### config.mk
export PLATFORM = sky130hd
export DESIGN_NAME = bist_controller
export DESIGN_NICKNAME = d
export VERILOG_FILES = /design/src/rtl/bist_pkg.sv /design/src/rtl/bist_delay_line.sv /design/src/rtl/bist_controller.sv
export SDC_FILE = /design/constraint.sdc
export NUM_CORES = 1
export LEC_CHECK = 0
export BUFFER_PORTS_ARGS = -buffer_cell sky130_fd_sc_hd__buf_4
export CELL_PAD_IN_SITES_DETAIL_PLACEMENT = 1
export CELL_PAD_IN_SITES_GLOBAL_PLACEMENT = 1
export CORE_AREA = 2 2 52 42
export DETAILED_ROUTE_END_ITERATION = 8
export DIE_AREA = 0 0 54 44
export PLACE_DENSITY = 0.77
export SYNTH_ARGS = -nofsm -noshare
export SYNTH_HDL_FRONTEND = slang
export SYNTH_SLANG_ARGS = --single-unit
export TNS_END_PERCENT = 100
### constraint.sdc
create_clock -name clk -period 2.3 [get_ports clk]
set_clock_uncertainty 0.1 [all_clocks]
set_input_delay 0.46 -clock clk [delete_from_list [all_inputs] [get_ports clk]]
set_output_delay 0.46 -clock clk [all_outputs]
set_load 0.1 [all_outputs]
### src/rtl/bist_pkg.sv
// bist_pkg: shared state encoding and helpers for the BIST sequencer
package bist_pkg;
  localparam int STATE_W = 3;
  typedef enum logic [STATE_W-1:0] {IDLE, INIT, RUN, FLUSH, COMPARE, DONE} state_t;
  function automatic logic is_busy(input state_t s);
    return s inside {INIT, RUN, FLUSH, COMPARE};
  endfunction
endpackage

### src/rtl/bist_delay_line.sv
// bist_delay_line: DEPTH-cycle delay of a single bit with synchronous clear
module bist_delay_line #(
  parameter int DEPTH = 1
) (
  input  logic clk,
  input  logic reset,
  input  logic clear,
  input  logic din,
  output logic dout
);
  generate
    if (DEPTH == 0) begin : g_wire
      logic unused;
      assign unused = ^{clk, reset, clear};
      assign dout = din;
    end else begin : g_sr
      logic [DEPTH-1:0] sr;
      always_ff @(posedge clk) sr <= (reset || clear) ? '0 : (sr << 1) | DEPTH'(din);
      assign dout = sr[DEPTH-1];
    end
  endgenerate
endmodule

### src/rtl/bist_controller.sv
// bist_controller: single-session BIST sequencer driving LFSR/SISR enables and signature check
module bist_controller import bist_pkg::*; #(
  parameter int NUM_PATTERNS = 15,
  parameter int CUT_LATENCY = 1,
  parameter int SIG_WIDTH = 4,
  parameter logic [SIG_WIDTH-1:0] GOLDEN_SIG = SIG_WIDTH'('hA),
  localparam int CW = $clog2(NUM_PATTERNS + 1)
) (
  input  logic                 clk,
  input  logic                 reset,
  input  logic                 start,
  input  logic                 abort,
  input  logic [SIG_WIDTH-1:0] signature,
  output logic                 test_mode,
  output logic                 gen_clear,
  output logic                 gen_en,
  output logic                 sir_clear,
  output logic                 sir_en,
  output logic                 busy,
  output logic                 done,
  output logic                 pass,
  output logic [CW-1:0]        pat_count
);
  state_t state, state_n;
  logic [2:0] flush_cnt;
  logic kill, last_pat, flush_last;
  assign kill = abort && is_busy(state);
  assign last_pat = pat_count == CW'(NUM_PATTERNS - 1);
  assign flush_last = flush_cnt == 3'(CUT_LATENCY - 1);
  always_comb begin
    state_n = state;
    case (state)
      IDLE, DONE: state_n = start ? INIT : state;
      INIT:       state_n = RUN;
      RUN:        state_n = last_pat ? (CUT_LATENCY == 0 ? COMPARE : FLUSH) : RUN;
      FLUSH:      state_n = flush_last ? COMPARE : FLUSH;
      COMPARE:    state_n = DONE;
      default:    state_n = IDLE;
    endcase
    if (kill) state_n = IDLE;
  end
  // pat_count and pass drop on entry to INIT so a restart shows them cleared during INIT
  always_ff @(posedge clk) begin
    if (reset) begin
      state <= IDLE;
      pat_count <= '0;
      flush_cnt <= '0;
      pass <= 1'b0;
    end else begin
      state <= state_n;
      pat_count <= state_n == INIT ? '0 : state == RUN ? pat_count + 1'b1 : pat_count;
      flush_cnt <= state == FLUSH ? flush_cnt + 1'b1 : '0;
      pass <= (kill || state_n == INIT) ? 1'b0 : state == COMPARE ? signature == GOLDEN_SIG : pass;
    end
  end
  assign busy = is_busy(state);
  assign test_mode = busy;
  assign gen_clear = state == INIT;
  assign sir_clear = state == INIT;
  assign gen_en = state == RUN;
  assign done = state == DONE;
  bist_delay_line #(.DEPTH(CUT_LATENCY)) u_dly (
    .clk(clk),
    .reset(reset),
    .clear(state == INIT || kill),
    .din(gen_en),
    .dout(sir_en)
  );
endmodule

==> results of run 1 <==
[worst paths after layout]
| check | startpoint | end | slack (ns) |
|---|---|---|---|
| setup / recovery | state[0] | busy | 0.16 |
| hold / removal | abort | u_dly.dout | 0.27 |
| setup reg to reg | state[2] | pass | 0.68 |
| hold reg to reg | flush_cnt[0] | flush_cnt[0] | 0.38 |
[per-layer routing]
layer / part of all wire (%) / GRT usage, % / up-vias
met5: 0 / 0 / -
met4: 0 / 3.00 / 0
met3: 8.8 / 5.17 / 0
met2: 45 / 22.4 / 21
met1: 46 / 18.8 / 266
li1: - / - / 292
[cells in the final DEF, fill, tap and decap left out]
cell type,instances
a211oi_1,2
and4bb_2,1
clkbuf_4,3
xnor2_1,4
a311oi_1,1
a21bo_2,1
and4b_1,1
ha_1,4
a21o_1,1
buf_4,20
and3_2,1
nor3b_4,1
nor2_1,5
a2111oi_0,1
dfxtp_1,12
xnor2_4,1
a21oi_1,2
or3_1,1
and3_1,1
and2_1,1
a31o_1,1
nor3b_1,2
nand3b_1,2
nor2b_1,1
a31o_2,1
nor4b_1,1
nand2_1,1
a22oi_1,1
nor4_1,1
nand4_1,2
o21ai_0,2
nor3_1,3
nand3_1,1
inv_1,7
[state kept, by name, indices dropped and copies added, names as in the netlist]
| name | count |
|---|---|
| flush_cnt | 3 |
| pass | 1 |
| pat_count | 4 |
| state | 3 |
| u_dly.dout | 1 |
[logic make-up (layout without fill, tap and decap cells)]
family	count (synthesis)	count (layout)	share of synthesized area, %
adder cells (fa/ha/maj)	4	4	7.55
XOR/XNOR	5	5	6.60
flip-flops	12	12	36.2
buffers and inverters	12	30	9.24
AO/OA/AOI/OAI	13	13	14.3
AND/OR/NAND/NOR	26	26	26.0
[through the flow]
| step | area, µm² | total power, mW | setup slack (ns) | cells | hold WS (ns) |
|---|---|---|---|---|---|
| floorplan | 683 | 0.406 | 0.0681 | 72 | 0.332 |
| detailed placement | 828 | 0.444 | 0.453 | 111 | 0.375 |
| global placement | 828 | 0.440 | 0.491 | 111 | 0.349 |
| finish | 851 | 0.564 | 0.155 | 114 | 0.274 |
| CTS | 851 | 0.576 | 0.140 | 114 | 0.263 |
| global route | 851 | 0.597 | 0.0698 | 114 | 0.267 |
[worst max-delay path: stages (launching register included)]
cell and delay, ns:
dfxtp_1 0.45, nor2_1 0.40, xnor2_4 0.16, buf_4 0.31
[cell type report]
class,instances,area share (%)
multi-input cells,48,44.9
inverters,7,3.09
repair buffers,20,17.6
well taps,24,3.53
flip-flops and latches,12,28.2
clock buffers,3,2.65
[power groups by stage]
stage	combinational, mW	clock [mW]	sequential, mW
finish	0.208	0.126	0.230
global route	0.219	0.147	0.232
CTS	0.209	0.137	0.230
detailed placement	0.208	0	0.235
global placement	0.206	0	0.234
floorplan	0.157	0	0.249
==> flow_summary.yaml, run 1 <==
sta:
  finalCritPeriodShare_pct: 93.2
  slew_viol_final: 0
  final.setup.tns_ns: 0
  worstMarginPinSlew_ns: 0.592
  fin_crit_ns: 2.14
  setup_violations: 0
  hold_viol: 0
  maxSlewHeadroom_pct: 60.5
  fmax_mhz: 466
  rsz0062_at_grt: "no"
logic_synthesis:
  synthTopCellsByCount: "dfxtp_1 (12), inv_1 (7), nor2_1 (5), xnor2_1 (5), ha_1 (4)"
  ys_warn_count: 0
  ys_seq_elements: 12
  synth_cells: 72
  synth.distinct_cells: 34
  syn-num-nets: 84
  syn_area_um2: 663
  syn_area_per_cell_um2: 9.21
  seq_area_frac_synth_pct: 36.2
  yosysTopAreaCell: "dfxtp_1"
  synthTopCellsByArea: "dfxtp_1 (36%), ha_1 (7.5%), xnor2_1 (6.6%)"
  synth_edf_count: 0
  ys_async_sr_fraction_pct: 0
  yosysMostFrequentCell: "dfxtp_1"
  synth_top_area_share_pct: 36.2
  ys.flop_type: "dfxtp_1"
clock_tree:
  cts_resized: 0
  cts_made_buffers: 3
  clkTransAtPathRegs_ns: 0.07
  cts_hold_buf: 0
  ctsRootBufferMaster: "clkbuf_4"
  clock_latency_ns: 0.27
  cts_sinks: 12
  post_cts_buffers: 0
  cts_tree: "built"
  htree_levels: 1
  clock_path_buffers: 2
finish:
  fin_nets: 104
  n_fill_cell: 232
  final_core_util_pct: 45.0
  antenna_cells: 0
  syn_to_final_growth_pct: 28.3
  multiInputGateArea_um2: 382
  regArea_um2: 240
  drive_gt1_share_pct: 32.2
floorplanning:
  pin_count: 20
  die_h_um: 44
  num_rows: 14
  die-area_um2: 2380
  core_um2: 1890
  die_x_um: 54
  start_util_pct: 35.1
flow_run:
  max_cap_violations: 0
place:
  io_buffers: 19
  dp_hpwl_mm: 1.18
  gp_routability_congestion: 0.716
global_routing:
  grt_overflow_total: 0
  grt_pass1_vias: 544
  antenna_found_initial: 0
  grt_max_degree: 14
  groute.usage.overall_pct: 14.3
  grt_pass1_wl_mm: 2.42
detailed_routing:
  routed_wl_mm: 1.50
  drtAntennaViolNets: 0
  drtPass1Iterations: 3
  vias: 579
  wl_per_cell_um: 13.1
  viasPerCell: 5.08
  drtIter0Drc: 1
  drc: 0
power_and_ir_drop:
  clkPwrFrac_pct: 22.4
  ir_worst_vdd_mv: 0.308
  p_leak_nw: 0.338
  switchingPower_uw: 232
  combPwrFrac_pct: 36.8
  power_density_nw_per_um2: 663
  switching_share_pct: 41.2
  seq_power_share_pct: 40.8
  p_int_uw: 332
outcome:
  outcome: "complete, no violations"
critical_path:
  reg2reg_depth: 3
  critical_path_arrival_ns: 1.58
  worstSetupPathType: "reg -> out"
  endpoint_kind: "output pin"
  cp_max_fo: 13
  crit_path_start_kind: "flop"
  cp.required_ns: 1.74
hold_path:
  hold_depth: 2
  hp-class: "in -> reg"
Note: power is estimated with default switching activity, not from simulation.
==> run 2, diff against run 1 <==
--- a/config.mk
+++ b/config.mk
@@ -12,6 +12,7 @@
 export DETAILED_ROUTE_END_ITERATION = 8
 export DIE_AREA = 0 0 54 44
 export PLACE_DENSITY = 0.77
+export RECOVER_POWER = 25
 export SYNTH_ARGS = -nofsm -noshare
 export SYNTH_HDL_FRONTEND = slang
 export SYNTH_SLANG_ARGS = --single-unit
==> flow_summary.yaml, run 2 (synthesis results as in run 1) <==
floorplanning:
  pin_count: 20
  die-area_um2: 2380
  die_x_um: 54
  num_rows: 14
  core_um2: 1890
  start_util_pct: 35.1
  die_h_um: 44
detailed_routing:
  drtAntennaViolNets: 0
  drtPass1Iterations: 3
  routed_wl_mm: 1.50
  viasPerCell: 5.07
  drtIter0Drc: 2
  vias: 578
  drc: 0
  wl_per_cell_um: 13.1
global_routing:
  grt_pass1_wl_mm: 2.42
  antenna_found_initial: 0
  grt_max_degree: 14
  grt_util_met2_pct: 22.4
  gr-usage-met3_pct: 5.17
  groute.usage.overall_pct: 14.3
  grtUsageMet1_pct: 18.8
  grt_overflow_total: 0
  busiest_layer: "met2"
  grt_pass1_vias: 544
power_and_ir_drop:
  power_density_nw_per_um2: 672
  finalPower_uw: 560
  ir_worst_vdd_mv: 0.308
  p_leak_nw: 0.334
place:
  io_buffers: 19
  gp_routability_congestion: 0.716
  dp_hpwl_mm: 1.18
  dp_cells: 111
  pre_cts_slack_ns: 0.453
finish:
  final_common_cell: "buf_4"
  top_register: "pat_count"
  fin_nets: 104
  layout_common_cells: "buf_4 (18), dfxtp_1 (12), inv_1 (7), nor2_1 (5)"
  drive_gt1_share_pct: 31.1
  syn_to_final_growth_pct: 25.8
  largest_register_ffs: 4
  antenna_cells: 0
  finalNonFillerCells: 114
  largestRegisters: "pat_count (4), flush_cnt (3), state (3)"
clock_tree:
  cts_sinks: 12
  clock_path_buffers: 2
  clkTransAtPathRegs_ns: 0.07
  htree_levels: 1
  cts_resized: 0
  cts_made_buffers: 3
  clock_latency_ns: 0.27
  cts_tree: "built"
  cts_hold_buf: 0
  ctsRootBufferMaster: "clkbuf_4"
  post_cts_buffers: 0
sta:
  fin_ws_ns: 0.180
  fin_hold_ws_ns: 0.274
  fmax_mhz: 472
  hold_viol: 0
  slew_viol_final: 0
  setup_violations: 0
  final.setup.tns_ns: 0
  rsz0062_at_grt: "no"
  maxSlewHeadroom_pct: 64.1
  finalCritPeriodShare_pct: 92.2
  worstMarginPinSlew_ns: 0.541
  fin_crit_ns: 2.12
critical_path:
  cp_slowest_stage_delay_ns: 0.43
  endpoint_kind: "output pin"
  slowest_stage: "dfxtp_1"
  crit_chain: "nor2_1 > xnor2_4 > buf_4"
  cp.required_ns: 1.74
  worstSetupPathType: "reg -> out"
  critical_path_arrival_ns: 1.56
  crit_path_start_kind: "flop"
  cp_max_fo: 13
hold_path:
  hp-class: "in -> reg"
outcome:
  outcome: "complete, no violations"
flow_run:
  max_cap_violations: 0
==> run 2: cell types whose count changed in the layout (fill, tap and decap cells not counted), sizes merged <==
| cell | previous run | this run |
|---|---|---|
| buf | 20 | 18 |
| clkbuf | 3 | 5 |
==> run 2: per-layer routing <==
layer / vias up / share of wire (%)
met2: 21 / 45
met4: 0 / 0
met3: 0 / 8.8
met1: 265 / 46
li1: 292 / -
met5: - / 0
==> run 2: layout make-up <==
type                            count  area [µm²]
Multi-Input combinational cell     48         370
Clock buffer                        3        22.5
Timing Repair Buffer               20         145
Tap cell                           24        30.0
Inverter                            7        26.3
Sequential cell                    12         240
Fill cell                         231        1060
==> run 2: metrics by stage <==
| stage | utilization [%] | instance area [µm²] |
|---|---|---|
| floorplan | - | 683 |
| finish | 44.1 | 835 |
| global placement | 43.8 | 828 |
| global route | 44.1 | 835 |
| CTS | 45.0 | 851 |
| detailed placement | 43.8 | 828 |
==> run 2: critical path, delay by kind of cell, from the launching register on <==
kind / cells / cell delay, ns
AND/OR/NAND/NOR: 1 / 0.39
flip-flops: 1 / 0.43
buffers and inverters: 1 / 0.31
XOR/XNOR: 1 / 0.16
==> run 2: final timing paths <==
path	slack [ns]	from	end	cells after the start
worst max-delay path	0.18	state[0]	busy	3
worst min-delay path	0.27	abort	u_dly.dout	2
worst max register to register	0.67	state[2]	state[0]	4
worst min register to register	0.38	flush_cnt[0]	flush_cnt[0]	1
==> run 2: power breakdown <==
part	switching (mW)	leakage (nW)	internal (mW)	total (mW)
Clock	0.0656	0.0138	0.0605	0.126
Combinational	0.151	0.223	0.0540	0.205
Sequential	0.0142	0.0972	0.215	0.229
Total	0.231	0.334	0.329	0.560
==> run 3, diff against run 2 <==
--- a/config.mk
+++ b/config.mk
@@ -8,10 +8,11 @@
 export BUFFER_PORTS_ARGS = -buffer_cell sky130_fd_sc_hd__buf_4
 export CELL_PAD_IN_SITES_DETAIL_PLACEMENT = 1
 export CELL_PAD_IN_SITES_GLOBAL_PLACEMENT = 1
-export CORE_AREA = 2 2 52 42
+export CORE_AREA = 10 10 61 51
 export DETAILED_ROUTE_END_ITERATION = 8
-export DIE_AREA = 0 0 54 44
-export PLACE_DENSITY = 0.77
+export DIE_AREA = 0 0 71 61
+export GPL_ROUTABILITY_DRIVEN = 1
+export PLACE_DENSITY = 0.74
 export RECOVER_POWER = 25
 export SYNTH_ARGS = -nofsm -noshare
 export SYNTH_HDL_FRONTEND = slang
==> constraint.sdc (replaced) <==
create_clock -name clk -period 2.4 [get_ports clk]
set_clock_uncertainty 0.1 [all_clocks]
set_input_delay 0.48 -clock clk [delete_from_list [all_inputs] [get_ports clk]]
set_output_delay 0.48 -clock clk [all_outputs]
set_load 0.1 [all_outputs]
==> flow_summary.yaml, run 3 (synthesis results as in run 1) <==
global_routing:
  grt_max_degree: 14
  grt_pass1_vias: 605
  groute.usage.overall_pct: 8.57
  grt_pass1_wl_mm: 2.98
  antenna_found_initial: 0
  grt_overflow_total: 0
sta:
  finalCritPeriodShare_pct: 88.2
  fin_hold_ws_ns: 0.303
  maxSlewHeadroom_pct: 22.5
  hold_viol: 0
  final.setup.tns_ns: 0
  fmax_mhz: 473
  worstMarginPinSlew_ns: 1.17
  setup_violations: 0
  rsz0062_at_grt: "no"
  fin_crit_ns: 2.12
  fin_ws_ns: 0.284
  slew_viol_final: 0
detailed_routing:
  wl_per_cell_um: 14.8
  routed_wl_mm: 1.68
  drc: 0
  drtIter0Drc: 8
  drtPass1Iterations: 2
  drtAntennaViolNets: 0
  vias: 581
  viasPerCell: 5.10
floorplanning:
  die-area_um2: 4330
  pin_count: 20
  start_util_pct: 34.4
  die_x_um: 71
  num_rows: 14
  core_um2: 1930
  die_h_um: 61
critical_path:
  cp.required_ns: 1.82
  critical_path_arrival_ns: 1.54
  endpoint_kind: "output pin"
  crit_path_start_kind: "flop"
  cp_max_fo: 13
  worstSetupPathType: "reg -> out"
finish:
  layout_common_cells: "buf_4 (18), dfxtp_1 (12), inv_1 (7), nor2_1 (5)"
  final_common_cell: "buf_4"
  regArea_um2: 240
  finalNonFillerCells: 114
  antenna_cells: 0
  fin_nets: 104
  multiInputGateArea_um2: 369
  largest_register_ffs: 4
  drive_gt1_share_pct: 28.9
  final_core_util_pct: 43.2
  final_area_um2: 832
  top_register: "pat_count"
  n_fill_cell: 248
  largestRegisters: "pat_count (4), flush_cnt (3), state (3)"
  syn_to_final_growth_pct: 25.5
place:
  io_buffers: 19
  dp_hpwl_mm: 1.37
  place_area_um2: 827
  gp_routability_congestion: 0.729
  dp_cells: 111
  pre_cts_slack_ns: 0.530
power_and_ir_drop:
  p_leak_nw: 0.331
  ir_worst_vdd_mv: 0.435
  finalPower_uw: 535
  power_density_nw_per_um2: 642
clock_tree:
  clock_path_buffers: 2
  clock_latency_ns: 0.26
  cts_hold_buf: 0
  cts_tree: "built"
  ctsRootBufferMaster: "clkbuf_4"
  post_cts_buffers: 0
  cts_resized: 0
  clkTransAtPathRegs_ns: 0.07
  cts_sinks: 12
  cts_made_buffers: 3
  htree_levels: 1
flow_run:
  max_cap_violations: 0
outcome:
  outcome: "complete, no violations"
hold_path:
  hp-class: "in -> reg"
-- run 3: area by class of cell --
| cell class | count | area share, % |
|---|---|---|
| clock buffer | 3 | 2.71 |
| inverter | 7 | 3.16 |
| multi-input combinational | 48 | 44.4 |
| sequential | 12 | 28.9 |
| tap | 24 | 3.61 |
| timing repair buffer | 20 | 17.3 |
-- run 3: layer usage --
| metal | part of all wire, % | wire, µm | vias up | global-route usage [%] |
|---|---|---|---|---|
| met5 | 0 | 0 | - | 0 |
| met2 | 42 | 711 | 17 | 12.8 |
| li1 | - | - | 292 | - |
| met4 | 0.59 | 10 | 0 | 1.65 |
| met1 | 50 | 837 | 270 | 10.7 |
| met3 | 7.4 | 124 | 2 | 4.73 |
-- run 3: critical path: stages (launching register included) --
cell and delay [ns]:
dfxtp_1 0.42, nor2_1 0.38, xnor2_4 0.16, buf_4 0.31
-- run 3: where the power goes --
part           switching, mW  internal (mW)  leakage (nW)  total, mW
clock network         0.0602         0.0579        0.0138      0.118
registers             0.0134          0.206        0.0972      0.219
logic                  0.146         0.0513         0.220      0.197
total                  0.219          0.315         0.331      0.535
-- run 3: path summary, 6_finish.rpt --
kind / start / endpoint / cells after the start / slack [ns]
worst max-delay path: state[0] / busy / 3 / 0.28
worst min-delay path: abort / u_dly.dout / 2 / 0.30
worst max register to register: state[2] / state[0] / 4 / 0.77
worst min register to register: flush_cnt[0] / flush_cnt[0] / 1 / 0.36
